### src/rtl/pim_pkg.sv
// Shared types and size helpers for the PIM window controllers.
// Window size, sum width and counter widths are derived from the kernel edge length.
package pim_pkg;

   typedef enum logic [2:0] {
      ST_IDLE   = 3'd0,
      ST_CLEAR  = 3'd1,
      ST_STREAM = 3'd2,
      ST_DRAIN  = 3'd3,
      ST_DONE   = 3'd4
   } state_e;

   function automatic int unsigned calc_n(input int unsigned kernal);
      return kernal * kernal;
   endfunction

   function automatic int unsigned calc_ow(input int unsigned n);
      return $clog2(n + 1);
   endfunction

   // A single-position window still needs a one-bit counter.
   function automatic int unsigned calc_cw(input int unsigned n);
      return (n > 1) ? $clog2(n) : 1;
   endfunction

   function automatic int unsigned calc_dw(input int unsigned sa_lat);
      return (sa_lat > 1) ? $clog2(sa_lat) : 1;
   endfunction

endpackage

### src/rtl/shift_adder_seq.sv
// Sequencer that streams a kernal*kernal window bit-serially into an external
// shift_adder and captures its ones-count once the adder latency has elapsed.
module shift_adder_seq
   import pim_pkg::*;
#(
   parameter  int unsigned kernal = 3,
   parameter  int unsigned SA_LAT = 1,
   localparam int unsigned N      = calc_n(kernal),
   localparam int unsigned OW     = calc_ow(N)
) (
   input  logic          clk,
   input  logic          rst,
   input  logic          start_valid,
   output logic          start_ready,
   input  logic [N-1:0]  win,
   output logic          sa_rst,
   output logic          sa_in,
   input  logic [OW-1:0] sa_out,
   output logic          res_valid,
   input  logic          res_ready,
   output logic [OW-1:0] res_data,
   output logic          busy
);

   localparam int unsigned CW = calc_cw(N);
   localparam int unsigned DW = calc_dw(SA_LAT);

   state_e        r_state;
   state_e        w_state_nxt;
   logic [N-1:0]  r_shift;
   logic [CW-1:0] r_pos;
   logic [DW-1:0] r_drain;
   logic [OW-1:0] r_res_data;

   logic w_load;
   logic w_capture;
   logic w_start_ready;
   logic w_sa_rst;
   logic w_sa_in;
   logic w_pos_last;
   logic w_drain_last;

   assign w_pos_last   = (r_pos == CW'(N - 1));
   assign w_drain_last = (r_drain == DW'(SA_LAT - 1));

   always_ff @(posedge clk or posedge rst) begin
      if (rst) r_state <= ST_IDLE;
      else     r_state <= w_state_nxt;
   end

   // Next state, handshake strobes and adder controls.
   always_comb begin
      w_state_nxt   = r_state;
      w_load        = 1'b0;
      w_capture     = 1'b0;
      w_start_ready = 1'b0;
      w_sa_rst      = 1'b0;
      w_sa_in       = 1'b0;
      case (r_state)
         ST_IDLE: begin
            w_start_ready = 1'b1;
            w_sa_rst      = 1'b1;
            if (start_valid) begin
               w_load      = 1'b1;
               w_state_nxt = ST_CLEAR;
            end
         end
         ST_CLEAR: begin
            w_sa_rst    = 1'b1;
            w_state_nxt = ST_STREAM;
         end
         ST_STREAM: begin
            w_sa_in = r_shift[0];
            if (w_pos_last) begin
               if (SA_LAT == 0) begin
                  w_capture   = 1'b1;
                  w_state_nxt = ST_DONE;
               end else begin
                  w_state_nxt = ST_DRAIN;
               end
            end
         end
         ST_DRAIN: begin
            if (w_drain_last) begin
               w_capture   = 1'b1;
               w_state_nxt = ST_DONE;
            end
         end
         ST_DONE: begin
            // Consumer handshake frees the block; a same-cycle start chains without a bubble.
            if (res_ready) begin
               w_start_ready = 1'b1;
               if (start_valid) begin
                  w_load      = 1'b1;
                  w_state_nxt = ST_CLEAR;
               end else begin
                  w_state_nxt = ST_IDLE;
               end
            end
         end
         default: w_state_nxt = ST_IDLE;
      endcase
   end

   // Window shifter, position/drain counters and result capture.
   always_ff @(posedge clk or posedge rst) begin
      if (rst) begin
         r_shift    <= '0;
         r_pos      <= '0;
         r_drain    <= '0;
         r_res_data <= '0;
      end else begin
         if (w_load)                      r_shift <= win;
         else if (r_state == ST_STREAM)   r_shift <= r_shift >> 1;

         if (r_state == ST_STREAM)        r_pos   <= w_pos_last ? '0 : r_pos + CW'(1);
         if (r_state == ST_DRAIN)         r_drain <= w_drain_last ? '0 : r_drain + DW'(1);
         if (w_capture)                   r_res_data <= sa_out;
      end
   end

   assign start_ready = w_start_ready;
   assign sa_rst      = w_sa_rst;
   assign sa_in       = w_sa_in;
   assign res_valid   = (r_state == ST_DONE);
   assign res_data    = r_res_data;
   assign busy        = (r_state != ST_IDLE);

endmodule

### config.mk
export PLATFORM = sky130hd
export DESIGN_NAME = shift_adder_seq
export DESIGN_NICKNAME = d
export VERILOG_FILES = /design/src/rtl/pim_pkg.sv /design/src/rtl/shift_adder_seq.sv
export SDC_FILE = /design/constraint.sdc
export NUM_CORES = 1
export LEC_CHECK = 0
export ABC_AREA = 1
export CAP_MARGIN = 30
export CORE_MARGIN = 2
export CORE_UTILIZATION = 35
export DETAILED_ROUTE_END_ITERATION = 7
export PLACE_DENSITY = 0.66
export SETUP_SLACK_MARGIN = 0.5
export SYNTH_ARGS = -nofsm -noshare
export SYNTH_HDL_FRONTEND = slang
export SYNTH_SLANG_ARGS = --single-unit
### constraint.sdc
create_clock -name clk -period 4.4 [get_ports clk]
set_clock_uncertainty 0.2 [all_clocks]
set_input_delay 0.88 -clock clk [delete_from_list [all_inputs] [get_ports clk]]
set_output_delay 0.88 -clock clk [all_outputs]
set_load 0.05 [all_outputs]
======== Word-level counts from Yosys, hierarchy flattened ========
Index checks and enable logic that the tools add are counted.
cells by class
  add/subtract/negate cells ............... 2
  muxes and demuxes ....................... 19
  eq/ne operators ......................... 9
  reduce and logical (&&, ||, !) cells .... 5
operators with widths
  cell                                           count
  2-to-1 mux 9 bit                               2
  one-hot mux 3 bit (5 select lines)             1
  2-to-1 mux 3 bit                               4
  2-to-1 mux 1 bit                               9
  == test 3 x 2 -> 1 bit, second input constant  2
  != test 2 bit, second input constant           3
  adder 4 x 1 -> 4 bit, second input constant    1
  == test 4 bit, second input constant           1
  2-to-1 mux 4 bit                               1
  one-hot mux 1 bit (2 select lines)             2
  AND reduction 4 bit                            1
  == test 3 x 1 -> 1 bit, second input constant  1
  == test 3 bit, second input constant           1
  logical NOT 3 bit                              1
  nonzero test 3 bit                             1
  != test 2 x 1 -> 1 bit, second input constant  1
  nonzero test 2 bit                             1
  OR reduction 2 bit                             1
  adder 1 bit, second input constant             1
word-level totals
  output and inout bits ................... 9
  register bits after elaboration ......... 21
  input bits .............................. 17

======== Logic depth before layout (Yosys ltp) ========
Gate-level depths: netlist of the first run.
  depth in word-level cells ............... 4
  gate-level depth with buffers ........... 6
  depth with buffers taken out ............ 6

======== Least setup slack after synthesis of the first run ========
Ideal clock, no wire load.
  path kind ............................... input-to-output
  from .................................... input port res_ready
  to ...................................... output port start_ready
  slack ................................... 1.602 ns
  buffers on the path ..................... 0
  cell stages on the path ................. 2
  required time ........................... 3.320 ns
  arrival ................................. 1.718 ns
  path through ............................ inv_1 -> a21oi_1
between the ends
  cells in the longest elaborated chain, start to end .. 2
ends and longest elaborated chain
  item                                RTL line               RTL
  start, declared                     shift_adder_seq.sv:20  input logic res_ready,
  2-to-1 mux 1 bit                    shift_adder_seq.sv:91  if (res_ready) begin
  one-hot mux 1 bit (2 select lines)  shift_adder_seq.sv:59  case (r_state)
  end, declared                       shift_adder_seq.sv:14  output logic start_ready,
No other way between the ends.

======== Worst setup path after layout of the first run ========
Ends and elaborated chain as after synthesis.

==> results of run 1 <==
-- registers in the layout, summed over array words and instances (netlist names) --
register  count
r_state       3
res_data      4
r_shift       9
r_pos         4
-- cell usage in the layout (no fill, tap or decap) --
master / synthesis / layout
a21oi_1: 4 / 4
clkbuf_4: 0 / 3
clkdlybuf4s50_1: 0 / 25
dfrtp_1: 20 / 20
ha_1: 2 / 2
inv_1: 14 / 14
nand2_1: 20 / 20
nand2_2: 2 / 2
nand3_1: 23 / 23
nand3_2: 1 / 1
nand3b_1: 1 / 1
nand4_1: 8 / 8
nor2_1: 8 / 8
nor2_2: 1 / 1
nor2_4: 1 / 1
o21ai_0: 6 / 6
o21ai_1: 1 / 1
o22ai_1: 1 / 1
xnor2_1: 1 / 1
-- worst max-delay path, cell delays in order --
cell,delay [ns]
clkdlybuf4s50_1,0.45
inv_1,0.06
a21oi_1,0.14
clkdlybuf4s50_1,0.82
-- power by group through the flow --
stage / combinational, mW / sequential, mW / clock [mW]
floorplan: 0.371 / 0.391 / 0
global placement: 0.535 / 0.346 / 0
detailed placement: 0.549 / 0.349 / 0
CTS: 0.552 / 0.347 / 0.0886
global route: 0.602 / 0.359 / 0.0949
finish: 0.546 / 0.347 / 0.0838
-- logic make-up after synthesis --
family                     after synthesis  synth area share (%)
xor gates and xnor gates                 1                 0.872
AOI/OAI and AO/OA                       12                  6.10
buffers and inverters                   19                  9.09
adders and majority gates                2                  2.49
and+or+nand+nor                         65                  31.6
DFF                                     20                  49.8
-- how the worst max path moves through the flow --
stage,startpoint,end,slack [ns]
3_5_place_dp,res_ready,start_ready,0.98
5_1_grt,res_ready,start_ready,0.92
2_1_floorplan,res_ready,start_ready,1.60
4_1_cts,res_ready,start_ready,0.97
3_3_place_gp,res_ready,start_ready,0.98
6_report,res_ready,start_ready,0.97
-- layer usage --
layer / vias to the layer above / routed length [um] / GRT usage [%]
li1: 442 / - / -
met1: 403 / 1020 / 18.3
met2: 21 / 1030 / 24.2
met3: 4 / 79 / 2.95
met4: 0 / 23 / 4.98
met5: - / 0 / 0
-- area by class of cell --
class	instances	area, sq um
sequential	20	500
multi-input combinational	80	413
clock buffer	3	22.5
timing repair buffer	25	250
inverter	14	52.6
fill	281	1460
tap	31	38.8
==> summary.txt, run 1 <==
outcome - finished clean
CTS max path bufs - 2
post-synth net total - 138
DRC Markers - 0
worst path required time - 3.32 ns
DRT Pass-1 Iters - 4
WL per Instance - 12.5 um
Clock Power Share - 8.6%
first-pass GRT wire length - 3730 um
die height - 57.6 um
initial antenna violation count - 0
largest net degree at the start of global routing - 21
Hold Buf Count CTS - 0
Num CTS Buffers - 3
CTS Sinks - 20
row count - 19
GP Congestion - 0.733
worst vdd ir - 0.507 mV
root buffer cell - clkbuf_4
Die Wd - 57.6 um
Synth Register Bits - 20
final slew viol count - 0
FFs w/ async S/R, synth - 100%
Final Critical Period - 3.43 ns
H-Tree Depth - 1
post-cts gate resize count - 0
Finished Core Util - 46.7%
CP startpoint kind - input pin
P_int - 0.490 mW
pre-CTS setup slack - 0.983 ns
Overflow after GRT - 0
post-route insts no fill - 173
area of the die - 3320 sq um
hold path endpoint - res_data[2]
starting density of the core - 36.8%
sequential area share after synthesis - 49.8%
CTS tree - built
Power Dens Cells - 764 nW/um^2
MaxCap Viol Count - 0
Worst Path Class, Setup - in -> out
Flop pwr share - 35.5%
total power - 0.976 mW
fmax - 292 MHz
Switching Fraction - 49.8%
Post-Syn Area - 1000 sq um
Worst-Skew Late Latency - 0.29 ns
Post-synth EDFFs - 0
Final Worst Setup Slack - 0.974 ns
Global Route Usage Sum - 14.4%
Fin Hold WS - 0.307 ns
Mapped Cells - 119
num ports - 26
DR vias/cell - 5.03
PortBufs - 25
WL final - 2160 um
Worst R2R Setup Slack - 2.77 ns
DP HPWL - 1550 um
Nets - 163
Crit path arrival time - 2.35 ns
Yosys warnings - 0
Placeable Area - 2730 sq um
Rel. slew slack - 48.7%
final hold vios - 0
Placed Cells - 170
Main synth FF type - dfrtp_1
Final TNS setup - 0 ns
Tcrit/Tclk final - 77.9%
Post-DP Area - 1250 sq um
top post-synthesis cells by area - dfrtp_1, nand3_1, nand2_1
most instantiated library cell after synthesis - nand3_1
RSZ-0062 raised after global routing - no
list of most frequent post-synthesis cells - nand3_1, dfrtp_1, nand2_1, inv_1
synth unique cells - 21
DRT iter0 DRCs - 24
worst reg-to-reg path cell count - 4
slew of the pin with the lowest slew margin - 0.769 ns
remaining antenna violation count after routing - 0
fin area - 1280 sq um
worst r2r src - r_state[1]
Synth top area share - 49.8%
Avg Synthesized Cell Area - 8.44 sq um
Synth area leader - dfrtp_1
LEAKAGE - 0.592 nW
Comb power frac - 55.9%
count of final setup violators - 0
Worst Hold Depth - 2
Worst setup EP type - output port
number of global-route vias before repair - 879
clk slew on worst S/H paths - 0.10 ns
crit path max fanout - 3
Reg2Reg Capture Point - r_shift[8]
min-delay worst type - reg -> reg
net load switching power - 0.486 mW
Syn-to-layout area delta - 27.1%
diode count - 0
Hold Path Origin - res_data[2]
Post-CTS Repair Setup Buffers - 0
Vias - 870
layout cells sized above 1 - 5.63%
(Power assumes the default switching activity.)
==> run 2: changes to the inputs <==
Clock period 4.4 ns to 3.2 ns, I/O delays scaled along.
==> summary.txt, run 2 (same netlist as run 1, synthesis figures left out) <==
Worst path max stage delay - 0.81 ns
initial antenna violation count - 0
num ports - 26
count of final setup violators - 0
clk slew on worst S/H paths - 0.10 ns
CP startpoint kind - flop
Fin Hold WS - 0.291 ns
Rel. slew slack - 49.9%
max reg flops - 9
Multi-input gate area - 413 sq um
slew of the pin with the lowest slew margin - 0.750 ns
Seq. cell area - 500 sq um
CTS max path bufs - 2
fillers - 266
Hold Buf Count CTS - 0
remaining antenna violation count after routing - 0
Finished Core Util - 47.1%
WL final - 2100 um
Worst R2R Setup Slack - 1.53 ns
M1 wire length - 1000 um
hold path endpoint - res_data[1]
min-delay worst type - reg -> reg
commonest non-fill, non-tap cell in the layout - nand3_1
layout cells sized above 1 - 8.33%
Placeable Area - 2730 sq um
DRT Pass-1 Iters - 4
Crit path arrival time - 1.75 ns
Vias - 845
number of global-route vias before repair - 840
Post-DP Area - 1260 sq um
Tcrit/Tclk final - 81.0%
LEAKAGE - 0.611 nW
Worst Path Class, Setup - reg -> out
final slew viol count - 0
crit path max fanout - 7
Hold Path Origin - res_data[1]
Worst setup EP type - output port
RSZ-0062 raised after global routing - no
largest reg by FF count - r_shift
H-Tree Depth - 1
starting density of the core - 36.8%
Reg2Reg Capture Point - r_state[0]
root buffer cell - clkbuf_4
worst vdd ir - 0.620 mV
Power Dens Cells - 1060 nW/um^2
worst reg-to-reg path cell count - 5
final hold vios - 0
area of the die - 3320 sq um
Worst Hold Depth - 2
MaxCap Viol Count - 0
Die Wd - 57.6 um
Final Critical Period - 2.59 ns
first-pass GRT wire length - 3650 um
GP Congestion - 0.741
DR vias/cell - 4.83
Placed Cells - 171
Final TNS setup - 0 ns
highest routed metal layer - met4
worst path required time - 2.36 ns
Worst-Skew Late Latency - 0.30 ns
worst r2r src - r_state[1]
DP HPWL - 1580 um
largest net degree at the start of global routing - 21
fmax - 386 MHz
most frequent cells in the layout - nand3_1, clkdlybuf4s50_1, nand2_1, dfrtp_1, inv_1
CTS Sinks - 20
Overflow after GRT - 0
row count - 19
WL per Instance - 12.0 um
DRT iter0 DRCs - 29
post-route insts no fill - 175
DR WL met2 - 927 um
Slowest-stage cell, CP - clkdlybuf4s50_1
CP Cell Sequence - nor2_1 -> clkdlybuf4s50_1
fin area - 1290 sq um
outcome - finished clean
Num CTS Buffers - 3
die height - 57.6 um
met3 wire length - 153 um
Nets - 164
Syn-to-layout area delta - 28.3%
PortBufs - 25
Global Route Usage Sum - 14.3%
DRC Markers - 0
CTS tree - built
diode count - 0
[run 2: cell count changes in the layout (fill, tap and decap cells not counted)]
| cell | change |
|---|---|
| clkbuf_8 | +1 |
| dlygate4sd2_1 | +2 |
| clkdlybuf4s50_1 | -4 |
| clkbuf_2 | +1 |
| buf_4 | +2 |
[run 2: worst max path at each step]
stage | slack (ns) | start | endpoint
after floorplan | 0.81 | r_state[2] | sa_in
after global placement | 0.59 | r_state[2] | sa_in
after detailed placement | 0.55 | r_state[2] | sa_in
after CTS | 0.49 | r_state[2] | sa_in
after global routing | 0.54 | r_state[1] | sa_rst
final | 0.61 | r_state[1] | sa_rst
[run 2: timing repair]
action                                  in CTS  in global routing
gates resized for setup                      3                  2
hold endpoints to repair                     0                  0
endpoints found under the setup margin       3                  1
cloned                                       0                  0
buffers inserted                             0                  0
[run 2: per-layer routing]
| layer | GRT usage (%) | up-vias |
|---|---|---|
| li1 | - | 448 |
| met1 | 18.8 | 373 |
| met2 | 21.6 | 22 |
| met3 | 6.58 | 2 |
| met4 | 3.32 | 0 |
| met5 | 0 | - |
[run 2: layout make-up]
class | instances | share of cell area (%)
sequential | 20 | 38.8
clock buffer | 4 | 2.82
inverter | 14 | 4.08
timing repair buffer | 26 | 19.2
multi-input combinational | 80 | 32.0
tap | 31 | 3.01
[run 2: worst max-delay path: cells and delay by family (launching register included)]
kind,cells,cell delay (ns)
simple gates,1,0.15
buf+inv,1,0.81
flops,1,0.49
[run 2: power by group]
part	total, mW	internal [mW]	switching (mW)
registers	0.477	0.375	0.102
logic	0.748	0.249	0.498
clock network	0.141	0.0694	0.0720
[run 2: through the flow]
step                total power [mW]  setup WS (ns)
floorplan                       1.05          0.814
global placement                1.22          0.594
detailed placement              1.25          0.549
CTS                             1.38          0.490
global route                    1.49          0.538
finish                          1.37          0.608
==> patch, RTL diff (flow settings as in run 2) <==
`kernal`: 3 -> 6.
--- a/src/rtl/shift_adder_seq.sv
+++ b/src/rtl/shift_adder_seq.sv
@@ -5,3 +5,3 @@
 #(
-   parameter  int unsigned kernal = 3,
+   parameter  int unsigned kernal = 6,
    parameter  int unsigned SA_LAT = 1,
Interface: changed (resized res_data, sa_out and win); port bits go from 26 to 57. No check against the original RTL was run, so the function may have changed too.
==> patch against run 2 <==
Routed wire length rose to 2.7 times the old value; total power increased by 120%; design area increased by 150%; setup slack gained 0.18 ns; sequential cell count up 31; synthesized area grew 150%; register-to-register slack worse by 0.30 ns; via count rose to 2.6 times the old value; critical path type is now primary input to primary output; largest power group unchanged; highest routed layer unchanged.
==> patch: results (changes against run 2) <==
Area after DPL = 3100 um2 (+150%)
Static Leak = 1.46 nW (+140%)
Syn. warnings = 0 (unchanged)
Layout cell share with drive strength beyond 1 = 0.0740 (-0.00937)
Largest net degree at the start of global routing = 41 (+95%)
Routed WL per cell = 13.0 um (+8.7%)
Tightest Hold Check Type = register to register
Final Net Count = 384 (+130%)
H-tree Lvls = 2 (+1)
CTS resizes = 0 (-3)
Net Count, Synth = 340 (+150%)
Finished Layout Cells = 434 (+150%)
CP Data Arrival Time = 1.57 ns (-0.18 ns)
Met1 Use GR = 0.215 (+0.0275)
Most frequent cell after synthesis = nand3_1
Vias/cell = 5.07 (+4.9%)
Max FFs per register = 36 (+27)
Clk_lat worst skew = 0.30 ns (about the same)
Number of global-route vias before repair = 2,179 (+160%)
IO buf count = 56 (+120%)
GP Congestion = 0.778 (+5.0%)
Antenna violations before repair = 0 (unchanged)
CP max FO = 3 (-4)
DR iter-0 viols = 191 (+560%)
Max transition margin = 0.503 (+0.00357)
CTS root buffer = clkbuf_8
Distinct cells, synth = 21 (unchanged)
Top reg by flops = r_shift
Async SR Flop Fraction = 1.00 (unchanged)
VDD IR max = 412 uV (-33%)
Syn avg cell area = 8.41 um2 (-0.41%)
First-pass GRT wire length = 9780 um (+170%)
Fill count = 678 (+150%)
HPWL after DPL = 3650 um (+130%)
Gr usage total = 0.160 (+0.0167)
CTS max path bufs = 2 (unchanged)
Sequential fraction of the synthesis area = 0.518 (+0.0199)
Status = finished, final reports clean
Antenna Cells = 0 (unchanged)
Setup repair bufs after CTS = 0 (unchanged)
Synth top cells by count = nand3_1 (78), nand2_1 (59), dfrtp_1 (51), nand4_1 (35), inv_1 (14)
GR Util met3 = 0.0349 (-0.0309)
DRT Pass-1 Iters = 4 (unchanged)
Clock-pin transition on the worst setup and hold timing paths = 0.09 ns
Area contributors post-synth = dfrtp_1 (52%), nand3_1 (16%), nand2_1 (9.0%), nand4_1 (8.9%), buf_2 (2.4%)
Most used routing layer = met2
TritonCTS Buffers = 5 (+2)
Met2 global-route usage = 0.259 (+0.0430)
[patch: cell count changes after synthesis, moves of 3 or more]
| cell | run 2 | this run |
|---|---|---|
| buf_1 | 0 | 3 |
| buf_2 | 1 | 12 |
| clkbuf_1 | 1 | 5 |
| dfrtp_1 | 20 | 51 |
| nand2_1 | 20 | 59 |
| nand3_1 | 23 | 78 |
| nand4_1 | 8 | 35 |
| xor2_1 | 0 | 3 |
[patch: final cells by class]
class,count,share of cell area
multi-input combinational,203,0.316
sequential,51,0.401
tap,96,0.0377
inverter,15,0.0177
clock buffer,5,0.0216
clock inverter,3,0.00590
timing repair buffer,61,0.200
[patch: per-layer routing]
metal	vias up	routed length (um)
met1	1050	2660
met3	4	246
met5	-	0
met4	0	31
li1	1093	-
met2	52	2720
[patch: power by group]
| group | internal [mW] | switching (mW) |
|---|---|---|
| Sequential | 0.955 | 0.185 |
| Clock | 0.154 | 0.212 |
| Combinational | 0.549 | 0.969 |
| Total | 1.66 | 1.37 |
[patch: critical path: stages]
cell and delay [ns]:
clkdlybuf4s50_1 0.45, inv_1 0.06, a21oi_1 0.24, buf_12 0.17
[patch: cells by family after synthesis]
family | count (synthesis) | share of synthesized area
AO/OA/AOI/OAI | 10 | 0.0203
XOR/XNOR | 3 | 0.0107
adder cells (fa/ha/maj) | 1 | 0.00508
buffers and inverters | 39 | 0.0731
flip-flops | 51 | 0.518
AND/OR/NAND/NOR | 189 | 0.373
[patch: final timing paths]
check                             from           to  slack (ns)  depth (start not counted)
max                          res_ready  start_ready        0.79                          4
min                        res_data[3]  res_data[3]        0.29                          2
max reg2reg                 r_state[0]   r_shift[8]        1.23                          4
min reg2reg                res_data[3]  res_data[3]        0.29                          2
max in group asynchronous          rst     r_pos[4]        1.78                          3
min in group asynchronous          rst  r_shift[15]        0.49                          2
[patch: per-stage QoR]
step / setup WS (ns) / power (mW) / hold WS (ns) / utilization
floorplan: 0.747 / 2.25 / 0.264 / -
global placement: 0.703 / 2.64 / 0.270 / 0.456
detailed placement: 0.684 / 2.68 / 0.276 / 0.456
CTS: 0.782 / 3.05 / 0.298 / 0.469
global route: 0.726 / 3.29 / 0.310 / 0.469
finish: 0.791 / 3.02 / 0.289 / 0.469
